## src/rtl/gen_share_arbiter.sv

```systemverilog
// Round-robin sharing of one start/ready/valid/done generator core among NUM_REQ requesters.
// Each job re-resets the core, pulses start, then forwards its beats tagged with the owner id.
module gen_share_arbiter #(
  parameter int NUM_REQ        = 4,
  parameter int DW             = 32,
  parameter int GEN_RST_CYCLES = 2,
  parameter int TIMEOUT        = 1024,
  localparam int IW = $clog2(NUM_REQ)
) (
  input  logic                  __clock,
  input  logic                  __reset,
  input  logic [NUM_REQ-1:0]    req_valid,
  input  logic [NUM_REQ*DW-1:0] req_n,
  output logic [NUM_REQ-1:0]    req_ready,
  output logic                  gen_reset,
  output logic                  gen_start,
  output logic [DW-1:0]         gen_n,
  output logic                  gen_ready,
  input  logic                  gen_valid,
  input  logic                  gen_done,
  input  logic [DW-1:0]         gen_data,
  output logic                  out_valid,
  input  logic                  out_ready,
  output logic [DW-1:0]         out_data,
  output logic [IW-1:0]         out_id,
  output logic                  out_last,
  output logic                  out_err,
  output logic                  busy
);

  // state | meaning
  // IDLE  | core held in reset, waiting for a request to grant
  // GRST  | core reset held for GEN_RST_CYCLES cycles
  // LOAD  | core released, start pulsed with gen_n
  // RUN   | beats streamed through single-entry buffer, watchdog armed
  // DRAIN | core held off, waiting for final beat to leave the buffer
  typedef enum logic [2:0] {IDLE, GRST, LOAD, RUN, DRAIN} state_t;

  localparam int RW = $clog2(GEN_RST_CYCLES + 1);
  localparam int WW = $clog2(TIMEOUT + 1);

  state_t          state, state_nxt;
  logic [IW-1:0]   rr_ptr;
  logic [IW-1:0]   job_id;
  logic [RW-1:0]   rst_cnt;
  logic [WW-1:0]   wd_cnt;
  logic            done_seen;
  logic            buf_full;
  logic [DW-1:0]   buf_data;
  logic [IW-1:0]   buf_id;
  logic            buf_last;
  logic            buf_err;

  logic            grant_any;
  logic [IW-1:0]   grant_idx;
  logic            cap;
  logic            cap_last;
  logic            abort;
  logic            drain;

  always_comb begin
    int idx;
    grant_any = 1'b0;
    grant_idx = '0;
    idx       = 0;
    // Scan from the far end so the lowest offset from rr_ptr wins.
    for (int k = NUM_REQ - 1; k >= 0; k--) begin
      idx = int'(rr_ptr) + k;
      if (idx >= NUM_REQ) idx = idx - NUM_REQ;
      if (req_valid[idx]) begin
        grant_any = 1'b1;
        grant_idx = IW'(idx);
      end
    end
  end

  assign abort    = (state == RUN) && (wd_cnt == '0) && !gen_valid && !buf_full;
  assign cap      = (state == RUN) && gen_valid && gen_ready;
  assign cap_last = done_seen || gen_done;
  assign drain    = buf_full && out_ready;

  always_ff @(posedge __clock or posedge __reset) begin
    if (__reset) state <= IDLE;
    else         state <= state_nxt;
  end

  always_comb begin
    state_nxt = state;
    case (state)
      IDLE:    if (grant_any) state_nxt = GRST;
      GRST:    if (rst_cnt == '0) state_nxt = LOAD;
      LOAD:    state_nxt = RUN;
      RUN:     if ((cap && cap_last) || abort) state_nxt = DRAIN;
      DRAIN:   if (!buf_full || out_ready) state_nxt = IDLE;
      default: state_nxt = IDLE;
    endcase
  end

  always_comb begin
    req_ready = '0;
    if (state == IDLE && grant_any) req_ready[grant_idx] = 1'b1;
    gen_reset = __reset || (state == IDLE) || (state == GRST) || (state == DRAIN);
    gen_start = (state == LOAD);
    gen_ready = (state == RUN) && !abort && (!buf_full || out_ready);
    busy      = (state != IDLE);
  end

  always_ff @(posedge __clock or posedge __reset) begin
    if (__reset) begin
      rr_ptr    <= '0;
      job_id    <= '0;
      gen_n     <= '0;
      rst_cnt   <= '0;
      wd_cnt    <= '0;
      done_seen <= 1'b0;
      buf_full  <= 1'b0;
      buf_data  <= '0;
      buf_id    <= '0;
      buf_last  <= 1'b0;
      buf_err   <= 1'b0;
    end else begin
      if (state == IDLE && grant_any) begin
        gen_n     <= req_n[grant_idx*DW +: DW];
        job_id    <= grant_idx;
        rr_ptr    <= (grant_idx == IW'(NUM_REQ - 1)) ? '0 : grant_idx + 1'b1;
        rst_cnt   <= RW'(GEN_RST_CYCLES - 1);
        done_seen <= 1'b0;
      end

      if (state == GRST && rst_cnt != '0) rst_cnt <= rst_cnt - 1'b1;

      if (state == LOAD) begin
        wd_cnt <= WW'(TIMEOUT);
      end else if (state == RUN) begin
        if (gen_valid)          wd_cnt <= WW'(TIMEOUT);
        else if (wd_cnt != '0)  wd_cnt <= wd_cnt - 1'b1;
      end

      // The core drops done after one cycle, so remember it even while stalled.
      if (state == RUN && gen_valid && gen_done) done_seen <= 1'b1;

      if (cap) begin
        buf_full <= 1'b1;
        buf_data <= gen_data;
        buf_id   <= job_id;
        buf_last <= cap_last;
        buf_err  <= 1'b0;
      end else if (abort) begin
        buf_full <= 1'b1;
        buf_data <= '0;
        buf_id   <= job_id;
        buf_last <= 1'b1;
        buf_err  <= 1'b1;
      end else if (drain) begin
        buf_full <= 1'b0;
      end
    end
  end

  assign out_valid = buf_full;
  assign out_data  = buf_data;
  assign out_id    = buf_id;
  assign out_last  = buf_last;
  assign out_err   = buf_err;

endmodule

```

## config.mk

```make
export PLATFORM = sky130hd
export DESIGN_NAME = gen_share_arbiter
export DESIGN_NICKNAME = d
export VERILOG_FILES = /design/src/rtl/gen_share_arbiter.sv
export SDC_FILE = /design/constraint.sdc
export NUM_CORES = 1
export LEC_CHECK = 0
export ABC_AREA = 0
export CAP_MARGIN = 5
export CORE_MARGIN = 4
export CORE_UTILIZATION = 40
export CTS_CLUSTER_SIZE = 24
export DETAILED_ROUTE_END_ITERATION = 12
export GPL_ROUTABILITY_DRIVEN = 0
export PLACE_DENSITY = 0.81
export SYNTH_ARGS = -nofsm -noshare
export SYNTH_HDL_FRONTEND = slang
export SYNTH_SLANG_ARGS = --single-unit
```

## constraint.sdc

```tcl
create_clock -name __clock -period 4.9 [get_ports __clock]
set_input_delay 1.225 -clock __clock [delete_from_list [all_inputs] [get_ports __clock]]
set_output_delay 1.225 -clock __clock [all_outputs]
set_load 0.05 [all_outputs]
```

==> Implementation_results.wiki <==
{| class="wikitable"
! Metric !! Value
|-
| Clock buffer depth || 2
|-
| Final antenna diode count || 0
|-
| Area of the die || 13,400 µm²
|-
| Post-detailed-placement half-perimeter wirelength || 11,300 µm
|-
| Total of max-cap violations || 0
|-
| Clock network latency to the later pin of the worst-skew pair || 0.33 ns
|-
| Asr flop ratio synth || 1.00
|-
| Class of the worst hold path || reg2reg
|-
| Combinational share of power || 0.588
|-
| Final-report hold violation count || 0
|-
| Dominant cell type by area after synthesis || sky130_fd_sc_hd__dfrtp_1
|-
| Most frequent standard cell in the layout excluding fill and tap cells || sky130_fd_sc_hd__clkdlybuf4s50_1
|-
| Post-CTS setup buffer count || 0
|-
| Global-route wire length before repair || 22,600 µm
|-
| Count of placed standard cells in the final layout, fillers left out || 794
|-
| Overall routed net length || 14,900 µm
|-
| Sw power || 2.35 mW
|-
| Max Freq || 237 MHz
|-
| DRC violations left || 0
|-
| Combinational family with the most area after synthesis || compound AO/OA/AOI/OAI gates
|-
| Final Setup Violations || 0
|-
| RSZ-0062 raised after global routing || no
|-
| Internal Dissipation || 2.63 mW
|-
| Pre-CTS worst setup slack || 0.680 ns
|-
| Die Wd || 116 µm
|-
| WP data arrival || 3.00 ns
|-
| Net count after synthesis || 591
|-
| Clock group share of total power || 0.149
|-
| Final worst-path setup slack || 0.680 ns
|-
| Hold-fix buffers, CTS || 0
|-
| Layout-stage area growth over the synthesis result || 60.3%
|-
| Number of enable-type register cells in the synthesized netlist || 0
|-
| Final core utilization || 0.654
|-
| Worst Tran Pin Value || 1.10 ns
|-
| Tightest slew margin relative to the limit || 0.264
|-
| Per-instance average area after synthesis || 11.2 µm²
|-
| Pin count of the biggest net entering global routing || 66
|-
| Maximum clock skew at final layout || 0.0109 ns
|-
| Number of DRC markers in iteration 0 || 221
|-
| Number of global-route vias before repair || 4,490
|-
| Clock tree sinks || 90
|-
| CTS H-Tree Depth || 3
|-
| Global-route total usage across every layer || 0.216
|-
| Result of the run || finished clean
|-
| Worst-path clk slew || 0.06 ns
|-
| Peak VDD IR || 0.404 mV
|-
| CP Max Fanout || 5
|-
| Starting density of the core || 0.408
|-
| Critical Path Sink Type || output pin
|-
| Post-cts gate resize count || 0
|-
| I/O pins || 246
|-
| Post-layout minimum cycle time || 4.22 ns
|-
| Synthesized instance count || 415
|-
| Highest-count cells in the layout ignoring fill and taps || sky130_fd_sc_hd__clkdlybuf4s50_1 (240), sky130_fd_sc_hd__dfrtp_1 (90), sky130_fd_sc_hd__mux2i_1 (64), sky130_fd_sc_hd__nand2_1 (48)
|-
| Startpoint-to-endpoint class of the critical path || in2out
|-
| Synthesis-stage register bit count || 90
|-
| Total Negative Setup Slacks || 0 ns
|-
| DR vias || 4,275
|-
| Fraction of synthesized cell area taken by the top area cell type || 0.483
|-
| TritonCTS clock tree || built
|-
| Xor/xnor share of the synthesized area || 0.00564
|-
| Startpoint class of the critical path || input pin
|-
| Proportion of synthesized chip area in sequential cells || 0.483
|-
| Cell area after synthesis || 4660 µm²
|-
| Total CTS buffers || 9
|-
| Data required time at the worst endpoint || 3.67 ns
|-
| Worst Hold Slack || 0.476 ns
|-
| Final count of pins violating max slew || 0
|-
| Final global-route overflow total || 0
|-
| Post-synthesis share of cell area spent on full adders, half adders and majority gates || 0.0188
|-
| Post-DRT Antenna Nets || 0
|-
| Initial antenna violation count || 0
|-
| Number of buffers inserted by port buffering || 245
|-
| Compound-cell area share of the yosys netlist || 0.174
|-
| Total Nets Final || 822
|-
| Post-synthesis cell type count || 50
|-
| Detailed-route vias per instance || 5.38
|-
| Cell count after placement || 778
|-
| 1st-pass router iterations || 4
|-
| Count of yosys warnings during synthesis || 0
|-
| Share of cell area taken by muxes after synthesis || 0.142
|-
| Leak || 3.36 nW
|-
| Number of rows created at floorplan || 39
|-
| Filler instances || 921
|-
| Routed wirelength normalized by instance count || 18.8 µm
|-
| Top cells by area, synth || sky130_fd_sc_hd__dfrtp_1 (48%), sky130_fd_sc_hd__mux2i_1 (14%), sky130_fd_sc_hd__a22o_1 (6.0%)
|-
| Proportion of power drawn by flip-flops and latches || 0.263
|-
| Switching share of power || 0.472
|-
| Area inside the core boundary || 11,400 µm²
|-
| Register-to-register setup slack || 2.33 ns
|-
| Root buffer cell || sky130_fd_sc_hd__clkbuf_16
|-
| Final worst-path cycle share || 0.861
|-
| Power density over the cells || 667 nW/µm²
|-
| Ys flop type || sky130_fd_sc_hd__dfrtp_1
|-
| Layout cell share with drive strength beyond 1 || 0.0584
|-
| Simple logic cell fraction of the synthesized area || 0.122
|-
| Chip Height || 116 µm
|}
## metal layers
| metal | track usage | part of all wire | up-vias |
|---|---|---|---|
| met3 | 0.0710 | 0.089 | 28 |
| met5 | 0 | 0 | - |
| li1 | - | - | 2018 |
| met4 | 0.0750 | 0.027 | 0 |
| met2 | 0.363 | 0.50 | 200 |
| met1 | 0.261 | 0.38 | 2029 |
## cells by family after synthesis
group,Yosys count
muxes,66
xor gates and xnor gates,3
DFF,90
and+or+nand+nor,105
adders and majority gates,7
buffers and inverters,40
AOI/OAI and AO/OA,104
## synthesized netlist by cell type (2+ instances only)
library cell and number:
sky130_fd_sc_hd__dfrtp_1 90, sky130_fd_sc_hd__mux2i_1 64, sky130_fd_sc_hd__nand2_1 48, sky130_fd_sc_hd__a22o_1 32, sky130_fd_sc_hd__o221ai_1 32, sky130_fd_sc_hd__buf_2 15, sky130_fd_sc_hd__o21ai_0 12, sky130_fd_sc_hd__nor2_1 11
sky130_fd_sc_hd__inv_1 10, sky130_fd_sc_hd__ha_1 7, sky130_fd_sc_hd__o21ai_1 7, sky130_fd_sc_hd__a21oi_1 6, sky130_fd_sc_hd__nand3_1 6, sky130_fd_sc_hd__and3_1 5, sky130_fd_sc_hd__buf_4 5, sky130_fd_sc_hd__nor3_1 5
sky130_fd_sc_hd__buf_6 4, sky130_fd_sc_hd__nand2b_1 4, sky130_fd_sc_hd__nor2b_1 4, sky130_fd_sc_hd__or4_1 4, sky130_fd_sc_hd__buf_8 3, sky130_fd_sc_hd__xor2_1 3, sky130_fd_sc_hd__a21o_1 2, sky130_fd_sc_hd__a31oi_1 2
sky130_fd_sc_hd__inv_2 2, sky130_fd_sc_hd__mux2_1 2, sky130_fd_sc_hd__nand3_2 2, sky130_fd_sc_hd__nand3b_1 2, sky130_fd_sc_hd__nand4_1 2, sky130_fd_sc_hd__nor3b_1 2, sky130_fd_sc_hd__nor4_1 2, sky130_fd_sc_hd__o31ai_1 2
## per-stage QoR
step,total power [mW],area [µm²]
floorplan,3.32,4660
global placement,4.19,7140
detailed placement,4.25,7140
CTS,5.02,7470
global route,5.25,7470
finish,4.98,7470
## power by group through the flow
stage	registers, mW	clock network [mW]	logic (mW)
floorplan	2.16	0	1.16
global placement	1.30	0	2.89
detailed placement	1.31	0	2.94
CTS	1.31	0.759	2.95
global route	1.35	0.788	3.11
finish	1.31	0.740	2.93
## worst paths after layout
| kind | startpoint | endpoint | cells past startpoint |
|---|---|---|---|
| max in group asynchronous | __reset | rst_cnt[0] | 4 |
| setup reg to reg | state[2] | state[2] | 5 |
| hold reg to reg | job_id[1] | job_id[1] | 2 |
| min in group asynchronous | __reset | job_id[0] | 3 |
| hold / removal | job_id[1] | job_id[1] | 2 |
| setup / recovery | req_valid[1] | req_ready[3] | 8 |
## cell type report
| type | instances | area (µm²) | area share |
|---|---|---|---|
| timing repair buffer | 248 | 2500 | 0.335 |
| sequential | 90 | 2250 | 0.302 |
| multi-input combinational | 285 | 2160 | 0.290 |
| clock buffer | 9 | 225 | 0.0302 |
| tap | 143 | 179 | 0.0240 |
| clock inverter | 7 | 98.8 | 0.0132 |
| inverter | 12 | 48.8 | 0.00653 |
## flip-flops by register name, indices dropped and copies added (netlist names)
signal,count
done_seen,1
gen_n,32
job_id,2
out_data,32
out_err,1
out_id,2
out_last,1
out_valid,1
rr_ptr,2
rst_cnt,2
state,3
wd_cnt,11
## critical path: stages
cell and delay (ns):
sky130_fd_sc_hd__clkdlybuf4s50_1 0.60, sky130_fd_sc_hd__a21o_1 0.12, sky130_fd_sc_hd__a21oi_1 0.06, sky130_fd_sc_hd__o21ai_1 0.29
sky130_fd_sc_hd__inv_1 0.15, sky130_fd_sc_hd__ha_1 0.22, sky130_fd_sc_hd__and3_1 0.14, sky130_fd_sc_hd__buf_4 0.18
No activity file was read; power rests on OpenSTA's default activity.
